$ cat config.mk
export PLATFORM = sky130hd
export DESIGN_NAME = mem_arbiter
export DESIGN_NICKNAME = d
export VERILOG_FILES = /design/src/rtl/mem_arbiter.sv
export SDC_FILE = /design/constraint.sdc
export NUM_CORES = 1
export LEC_CHECK = 0
export CELL_PAD_IN_SITES_DETAIL_PLACEMENT = 0
export CELL_PAD_IN_SITES_GLOBAL_PLACEMENT = 1
export CORE_ASPECT_RATIO = 1.25
export CORE_UTILIZATION = 33
export CTS_BUF_LIST = sky130_fd_sc_hd__clkbuf_8
export DETAILED_ROUTE_END_ITERATION = 8
export PLACE_DENSITY_LB_ADDON = 0.1
export SETUP_SLACK_MARGIN = 0.1
export SLEW_MARGIN = 20
export SYNTH_ARGS = -nofsm -noshare
export SYNTH_HDL_FRONTEND = slang
export SYNTH_SLANG_ARGS = --single-unit
export TNS_END_PERCENT = 20
$ cat constraint.sdc
create_clock -name clk -period 1.7 [get_ports clk]
set_clock_uncertainty 0.1 [all_clocks]
set_input_delay 0.255 -clock clk [delete_from_list [all_inputs] [get_ports clk]]
set_output_delay 0.255 -clock clk [all_outputs]
set_load 0.05 [all_outputs]
$ cat src/rtl/mem_arbiter.sv
// mem_arbiter
// Two-requester, round-robin access controller for a 4-byte store.
// Sequences single-byte read/write transactions from requesters A and B
// onto one data/store/addr memory port. The store strobe and the done
// pulses are registered, so they are glitch-free.
//
// Ports
//   clk, rst_n            clock, asynchronous active-low reset
//   req_a/req_b           request, held high until the matching done pulse
//   we_a/we_b             1 = write, 0 = read (sampled with the request)
//   addr_a/addr_b [1:0]   byte address
//   wdata_a/wdata_b [7:0] write data
//   done_a/done_b         one-cycle completion pulse to the owner
//   rdata [7:0]           read result, held until the next read completes
//   busy                  high whenever the FSM is not idle
//   owner                 0 = A, 1 = B; current or last granted requester
//   mem_data/mem_addr     data/address to the memory
//   mem_store             registered write strobe to the memory
//   mem_q [7:0]           byte read back from the memory
module mem_arbiter #(
  parameter int STORE_CYCLES = 1  // strobe width in cycles, 1..4
) (
  input  logic       clk,
  input  logic       rst_n,
  input  logic       req_a,
  input  logic       req_b,
  input  logic       we_a,
  input  logic       we_b,
  input  logic [1:0] addr_a,
  input  logic [1:0] addr_b,
  input  logic [7:0] wdata_a,
  input  logic [7:0] wdata_b,
  output logic       done_a,
  output logic       done_b,
  output logic [7:0] rdata,
  output logic       busy,
  output logic       owner,
  output logic [7:0] mem_data,
  output logic       mem_store,
  output logic [1:0] mem_addr,
  input  logic [7:0] mem_q
);

  typedef enum logic [2:0] {IDLE, SETUP, STORE, HOLD, DONE} state_t;

  // Counter reload value: the counter runs STORE_LOAD..0 while in STORE.
  localparam logic [1:0] STORE_LOAD = 2'(STORE_CYCLES - 1);

  state_t     state_reg, state_next;
  logic       owner_reg;
  logic       we_reg;
  logic       last_reg;      // last-served requester (0 = A, 1 = B)
  logic [1:0] addr_reg;
  logic [1:0] cnt_reg;
  logic [7:0] wdata_reg;
  logic [7:0] rdata_reg;
  logic       store_reg;
  logic       done_a_reg;
  logic       done_b_reg;
  logic       grant;         // requester that would win in IDLE

  // On a tie the requester not served last wins; otherwise the sole requester.
  always_comb begin
    grant = 1'b0;
    if (req_a && req_b) grant = ~last_reg;
    else                grant = ~req_a;
  end

  always_comb begin
    state_next = state_reg;
    case (state_reg)
      IDLE:    if (req_a || req_b) state_next = SETUP;
      SETUP:   state_next = we_reg ? STORE : DONE;
      STORE:   if (cnt_reg == 2'd0) state_next = HOLD;
      HOLD:    state_next = DONE;
      DONE:    state_next = IDLE;
      default: state_next = IDLE;
    endcase
  end

  always_ff @(posedge clk or negedge rst_n) begin
    if (!rst_n) begin
      state_reg  <= IDLE;
      owner_reg  <= 1'b0;
      we_reg     <= 1'b0;
      last_reg   <= 1'b1;
      addr_reg   <= 2'd0;
      cnt_reg    <= 2'd0;
      wdata_reg  <= 8'd0;
      rdata_reg  <= 8'd0;
      store_reg  <= 1'b0;
      done_a_reg <= 1'b0;
      done_b_reg <= 1'b0;
    end else begin
      state_reg <= state_next;
      // Outputs are decoded from the next state so they line up with it
      // while still coming straight out of flops.
      store_reg  <= (state_next == STORE);
      done_a_reg <= (state_next == DONE) && !owner_reg;
      done_b_reg <= (state_next == DONE) &&  owner_reg;

      if (state_reg == IDLE && state_next == SETUP) begin
        owner_reg <= grant;
        we_reg    <= grant ? we_b    : we_a;
        addr_reg  <= grant ? addr_b  : addr_a;
        wdata_reg <= grant ? wdata_b : wdata_a;
      end

      if (state_reg == SETUP && we_reg)
        cnt_reg <= STORE_LOAD;
      else if (state_reg == STORE && cnt_reg != 2'd0)
        cnt_reg <= cnt_reg - 2'd1;

      // Address has been stable on the memory for the whole SETUP cycle.
      if (state_reg == SETUP && !we_reg)
        rdata_reg <= mem_q;

      if (state_reg == DONE)
        last_reg <= owner_reg;
    end
  end

  // Latched transaction registers only change at grant, so the memory
  // port keeps its last values while idle.
  assign mem_addr  = addr_reg;
  assign mem_data  = wdata_reg;
  assign mem_store = store_reg;
  assign done_a    = done_a_reg;
  assign done_b    = done_b_reg;
  assign rdata     = rdata_reg;
  assign owner     = owner_reg;
  assign busy      = (state_reg != IDLE);

endmodule
==> reports/qor.yml <==
run_status:
  status: "complete, no violations"
worst_setup_path:
  reg2reg_slack_ps: 140
  cp-start-kind: "flip-flop"
  endpoint_kind: "output port"
  crit_arrival_ps: 1220
  worst-path-max-fanout: 3
  criticalPathCategory: "flip-flop to output port"
  worstPathRequired_ps: 1340
layout:
  nets: 206
  diodes: 0
  layout-drive-gt1-share: 0.442
  syn_to_final_growth_pct: 60.0
  fillCellCount: 351
synth:
  yosysSeqAreaShare: 0.556
  yosys_warnings: 0
  synth_cell_types: 29
  synth_simple_gate_area_share: 0.102
  synth-compound-area-share: 0.189
  ys_seq_elements: 29
  yosysTopAreaCell: "dfrtp_1"
  yosysTopAreaCellShare: 0.536
  synth_area_leaders: "dfrtp_1 (54%), o221a_2 (9.5%), mux2_2 (8.6%)"
  netlist_instances: 98
  synth.avg_cell_area_um2: 13.3
  synth_xor_xnor_area_share: 0
  synth_top_family_by_area: "compound AO/OA/AOI/OAI gates"
  syn-num-nets: 133
  synth_fa_ha_area_frac: 0.00957
  synth.area.mux_share: 0.101
  syn-cell-area_um2: 1310
floorplanning:
  die_width_um: 58.3
  core_area_um2: 3780
  rows: 25
  dieArea_um2: 4220
  initial_core_util: 0.345
  ios: 57
  die_y_um: 72.4
route:
  final_antenna_net_count: 0
  drcViolationCount: 0
  first_iter_violations: 21
  vias_per_cell: 4.67
  avgRoutedWirePerCell_um: 12.6
  drtPass1Iterations: 4
  dr_total_vias: 1056
  finalWirelength_um: 2850
clock_tree:
  clk_pin_slew_ps: 60
  cts_buffers: 5
  clock_sinks: 29
  clk_latency_ps: 270
  htreeDepth: 2
  cts.path.max_buffers: 2
  postCtsHoldBufs: 0
  cts_tree: "done"
  root_buffer: "clkbuf_8"
sta:
  fin_crit_sh: 0.924
  max_slew.worst_pin.slew_ps: 371
  max_slew_margin: 0.753
  holdWs_ps: 258
  finalHoldViolCount: 0
  final-setup-viol-count: 0
  slew_violations: 0
  rsz0062_at_grt: "yes"
  layout_min_cycle_time_ps: 1570
  timing.fmax_mhz: 637
power:
  p_total_w: 0.00446
  leakagePower_nw: 0.926
  powerDensity_nw_per_um2: 2130
  ir_drop_mv: 1.02
grt:
  grt_pass1_vias: 1129
  grt.met2_usage: 0.259
  antenna_found_initial: 0
  overflow: 0
  grtUsageMet1: 0.174
  grt_max_degree: 30
  grt_util_all_layers: 0.151
  met3_usage: 0.0374
  busiest_layer: "met2"
  grt_pass1_wl_um: 4790
place:
  hpwl_um: 2050
  finalWeightedCongestion: 0.694
  portBuffers: 56
worst_hold_path:
  hold_path_class: "input pin to asynchronous set/reset pin"
flow_run:
  max-cap-violations: 0
[power breakdown]
| part | switching (W) | internal, W | leakage (nW) | total [W] |
|---|---|---|---|---|
| Combinational | 0.00152 | 0.00111 | 0.531 | 0.00263 |
| Clock | 0.000246 | 0.000365 | 0.0542 | 0.000611 |
| Sequential | 0.000203 | 0.00102 | 0.340 | 0.00122 |
| Total | 0.00197 | 0.00250 | 0.926 | 0.00446 |
[layer usage]
metal	share of wire	wire length [um]
met1	0.40	1140
met2	0.52	1490
met3	0.058	166
met4	0.017	48
met5	0	0
[synth_stat cells]
master,instances
nor2b_1,1
o21ai_0,1
buf_2,1
a21o_1,11
nor2_1,3
nand2_1,4
buf_6,2
nand2b_1,2
a21oi_1,1
nand2b_4,1
nor3_1,2
clkbuf_1,1
dfstp_2,1
a22o_1,1
and2_1,1
a311oi_1,1
inv_1,4
nand3_2,1
buf_4,1
or4b_1,1
o221a_2,11
a21boi_0,1
ha_1,1
mux2_2,10
mux2i_1,2
or2_2,1
nor3_4,2
dfrtp_1,28
o22ai_1,1
[critical path, cell delays in order (launching register included)]
cell and delay [ps]:
dfrtp_2 430, nor3_4 210, buf_6 120, inv_1 40
buf_6 140
[final cells by class]
cell class                      count  area, um2  area share
Clock buffer                        7       96.3      0.0461
Clock inverter                      1       5.00     0.00239
Inverter                            4       15.0     0.00718
Multi-Input combinational cell     60        538       0.257
Sequential cell                    29        731       0.349
Tap cell                           54       67.6      0.0323
Timing Repair Buffer               71        639       0.306
[final timing paths]
| check | start | end | cells past startpoint |
|---|---|---|---|
| setup / recovery | state_reg[0] | busy | 4 |
| max in group asynchronous | rst_n | last_reg | 2 |
| setup reg to reg | state_reg[1] | cnt_reg[0] | 5 |
| min in group clk | owner | done_a | 1 |
| hold / removal | rst_n | rdata[0] | 2 |
| hold reg to reg | owner | done_a | 1 |
[timing repair]
item                       CTS  global route
setup endpoints to repair   13            10
gates resized for setup      5             3
hold endpoints to repair     0             0
buffers inserted             7             1
pin swaps                    1             1
gates cloned                 0             0
[cell usage in the layout, fill, tap and decap left out, types with 2 or more instances in the layout]
master	instances
mux2i_1	2
nor3_4	2
nand2_1	4
nor2_1	3
mux2_2	9
dfrtp_1	25
a21o_1	11
inv_1	4
clkbuf_8	7
nand2b_1	2
buf_6	3
clkdlybuf4s50_1	33
nor3_1	2
buf_4	34
dfrtp_2	3
o221a_2	11
[metrics by stage]
step	setup slack, ps	utilization	instances	TNS (ps)	instance area, um2
2_1_floorplan	185	-	98	0	1310
3_3_place_gp	-22.3	0.503	210	-240	1900
6_report	129	0.553	226	0	2090
3_5_place_dp	-47.4	0.503	210	-478	1900
5_1_grt	48.8	0.553	226	0	2090
4_1_cts	98.9	0.548	225	0	2070
[cell families after synthesis]
logic type	Yosys count
flops	29
compound gates	28
simple gates	19
mux	12
buf+inv	9
fa+ha+maj	1
(Power assumes the default switching activity.)
